### config.mk
export PLATFORM = sky130hd
export DESIGN_NAME = sram_fifo_ctrl
export DESIGN_NICKNAME = d
export VERILOG_FILES = /design/src/rtl/sram_fifo_ctrl.sv
export SDC_FILE = /design/constraint.sdc
export NUM_CORES = 1
export LEC_CHECK = 0
export ABC_CLOCK_PERIOD_IN_PS = 1800
export CAP_MARGIN = 10
export CORE_MARGIN = 4
export CORE_UTILIZATION = 38
export DETAILED_ROUTE_END_ITERATION = 10
export PLACE_DENSITY = 0.78
export SLEW_MARGIN = 25
export SYNTH_ARGS = -nofsm -noshare
export SYNTH_HDL_FRONTEND = slang
export SYNTH_SLANG_ARGS = --single-unit
### constraint.sdc
create_clock -name clk -period 1.8 [get_ports clk]
set_input_delay 0.36 -clock clk [delete_from_list [all_inputs] [get_ports clk]]
set_output_delay 0.36 -clock clk [all_outputs]
set_load 0.01 [all_outputs]
### src/rtl/sram_fifo_ctrl.sv
// First-word-fall-through FIFO controller driving a dual-port SRAM with an
// asynchronous read port; the SRAM holds the data, this block holds pointers and status.
module sram_fifo_ctrl #(
    parameter int DW    = 8,
    parameter int DEPTH = 16,
    parameter int AW    = 4
) (
    input  logic          clk,
    input  logic          rst,
    input  logic          push,
    input  logic [DW-1:0] push_data,
    input  logic          pop,
    output logic [DW-1:0] pop_data,
    output logic          full,
    output logic          empty,
    output logic [AW:0]   count,
    output logic          overflow,
    output logic          underflow,
    output logic [AW-1:0] ad_wr,
    output logic [DW-1:0] wr_d,
    output logic          w_en,
    output logic [AW-1:0] ad_rd,
    input  logic [DW-1:0] rd_d
);

    localparam logic [AW-1:0] LAST_ADDR = AW'(DEPTH - 1);
    localparam logic [AW:0]   DEPTH_C   = (AW + 1)'(DEPTH);

    logic [AW-1:0] wr_ptr;
    logic [AW-1:0] rd_ptr;
    logic          do_push;
    logic          do_pop;
    logic [AW:0]   count_next;

    function automatic logic [AW-1:0] ptr_inc(input logic [AW-1:0] p);
        return (p == LAST_ADDR) ? '0 : p + 1'b1;
    endfunction

    // A full FIFO can still take a push when the head is consumed on the same edge.
    assign do_pop  = pop & ~empty;
    assign do_push = push & (~full | pop);

    assign w_en     = do_push & ~rst;
    assign ad_wr    = wr_ptr;
    assign wr_d     = push_data;
    assign ad_rd    = rd_ptr;
    assign pop_data = rd_d;

    always_comb begin
        count_next = count;
        if (do_push && !do_pop) begin
            count_next = count + 1'b1;
        end else if (do_pop && !do_push) begin
            count_next = count - 1'b1;
        end
    end

    // full/empty derive from the next count so they stay registered yet aligned with count.
    always_ff @(posedge clk) begin
        if (rst) begin
            wr_ptr    <= '0;
            rd_ptr    <= '0;
            count     <= '0;
            full      <= 1'b0;
            empty     <= 1'b1;
            overflow  <= 1'b0;
            underflow <= 1'b0;
        end else begin
            if (do_push) begin
                wr_ptr <= ptr_inc(wr_ptr);
            end
            if (do_pop) begin
                rd_ptr <= ptr_inc(rd_ptr);
            end
            count <= count_next;
            full  <= (count_next == DEPTH_C);
            empty <= (count_next == '0);
            if (push && !do_push) begin
                overflow <= 1'b1;
            end
            if (pop && empty) begin
                underflow <= 1'b1;
            end
        end
    end

endmodule

==> run metrics <==
WP data required 1.44 ns; CTS buffer count 3; Register-to-Register Setup Slack 0.07 ns; pre-CTS setup slack -0.338 ns; CTS clk-pin slew, worst paths 0.11 ns; maximum clock rate 577 MHz; number of remaining DRC errors 0; Syn Nets 142; Routed Antenna Nets 0; maximum root-to-sink buffer count 2; nets 169; Synth warnings 0; area of placed instances 0.00125 mm^2; Seq/Total Area, Yosys 33.9%; via count 895; design area 0.00131 mm^2; Area Growth Syn to Fin 30.3%; die height 59.4 um; Tmin final 1.73 ns; Die Width 59.4 um; Worst setup EP type output pin; final setup vio count 0; top cell type by total area after synthesis dfxtp_1; initial antenna violation count 0; CP Max Fanout 5; Hold Buf Count CTS 0; status finished clean; Starting Density 40.1%; worst min-delay path category flip-flop to flip-flop; Worst setup SP type flip-flop; TritonCTS clock tree done; final global-route overflow total 0; Clk Latency, worst-skew pair 0.29 ns; Core Area 0.00250 mm^2; Yosys reg bits 17; vias in the first global route 869; TritonRoute pass-1 iters 4; layout cells sized above 1 25.7%; fin crit share 96.3%; top post-synthesis cells by area dfxtp_1 34%, buf_4 12%, ha_1 5.0%; DP HPWL 1.74 mm; top flip-flop cell by instance count after synthesis dfxtp_1; slew at the pin closest to its max-slew limit 0.260 ns; final slew viol count 0; diode count 0; placed insts 168; total wire length 2.48 mm; H-Tree Depth 1; DR iter-0 viols 24; Clock Skews 0.000628 ns; most frequent cell after synthesis dfxtp_1; most frequent cells after synthesis 17 x dfxtp_1, 16 x buf_4, 13 x nand2_1, 13 x nor2_1, 8 x a21oi_1; Post-synth EDFFs 0; Pleak 0.544 nW; floorplan row count 18; Synth Instances 118; syn_area_per_cell 8.50 um^2; port bufs 21; final hold vios 0; RSZ-0062 raised after global routing false; Vias/cell 5.14; relative slew slack 82.5%; Final Non-Filler Cells 174; Crit Path Category flip-flop to output pin; drt wl/cell 14.2 um; setup ws final 0.0668 ns; PD cells 874 mW/mm^2; worst vdd ir 0.518 mV; first-pass GRT wire length 4.13 mm; clock sinks 17; Ports 54; Synth async-reset ratio 0%; max capacitance violation total 0; die area 0.00353 mm^2; post-synth cell types 36; largest net degree at the start of global routing 16; Cell Area, Synth 0.00100 mm^2; GRT Total Usage 15.5%; Synth top area share 33.9%; CTS root buffer clkbuf_4; gpl congestion 0.946; Critical Path AT 1.37 ns
flip-flops by register name, indices dropped and copies added (netlist names):
signal	count
count	5
ad_rd	4
ad_wr	4
empty	1
full	1
overflow	1
underflow	1
through the flow:
| step | TNS (ns) | total power, mW | utilization [%] | hold WS, ns |
|---|---|---|---|---|
| after floorplan | 0 | 0.706 | - | 0.429 |
| after global placement | -1.27 | 0.890 | 50.0 | 0.455 |
| after detailed placement | -1.36 | 0.899 | 50.0 | 0.454 |
| after CTS | 0 | 1.13 | 52.0 | 0.487 |
| after global routing | 0 | 1.21 | 52.3 | 0.509 |
| final | 0 | 1.14 | 52.3 | 0.480 |
metal layers:
metal / global-route usage (%) / vias to the layer above / part of all wire (%) / wire length (um)
li1: - / 448 / - / -
met5: 0 / - / 0 / 0
met2: 24.8 / 35 / 47 / 1160
met3: 3.49 / 2 / 6.6 / 163
met4: 5.18 / 0 / 0.48 / 12
met1: 20.5 / 410 / 46 / 1130
path summary, 6_finish.rpt:
kind,startpoint,end,cells after the start
setup reg to reg,count[0]$_SDFF_PP0_,empty$_SDFF_PP1_,6
hold / removal,underflow$_SDFFE_PP0P_,underflow$_SDFFE_PP0P_,1
setup / recovery,count[1]$_SDFF_PP0_,count[1],2
hold reg to reg,underflow$_SDFFE_PP0P_,underflow$_SDFFE_PP0P_,1
final cells by class:
| class | instances | area, um^2 |
|---|---|---|
| clock buffers | 3 | 22.5 |
| clock inverters | 1 | 5.00 |
| fillers | 240 | 1190 |
| inverters | 5 | 18.8 |
| multi-input cells | 78 | 529 |
| flip-flops and latches | 17 | 345 |
| well taps | 30 | 37.5 |
| repair buffers | 40 | 349 |
placed cells by master (no fill, tap or decap), types with 3 or more instances in the layout:
master           count
buf_4               19
clkdlybuf4s50_1     18
nand2_1             13
nor2_1              13
dfxtp_1             13
a21oi_1              8
inv_1                5
nand3_1              5
o21ai_0              4
dfxtp_2              4
ha_1                 3
clkbuf_4             3
dlygate4sd2_1        3
where the power goes:
| part | internal [mW] | switching [mW] |
|---|---|---|
| Clock | 0.0827 | 0.131 |
| Sequential | 0.419 | 0.0535 |
| Combinational | 0.242 | 0.214 |
logic make-up after synthesis:
logic type | Yosys count | share of synthesized area, %
mux | 1 | 1.50
xor+xnor | 3 | 3.37
flops | 17 | 33.9
buf+inv | 23 | 14.7
fa+ha+maj | 5 | 5.99
compound gates | 26 | 19.1
simple gates | 43 | 21.4
what timing repair did:
action,in CTS,in global routing
buffers inserted,2,0
pin swaps,2,2
resized for setup,5,5
setup endpoints to repair,2,4
worst max-delay path: stages, from the launching register on:
cell,delay [ns]
dfxtp_2,0.38
buf_4,0.16
clkdlybuf4s50_1,0.54
Note: power is estimated with default switching activity, not from simulation.
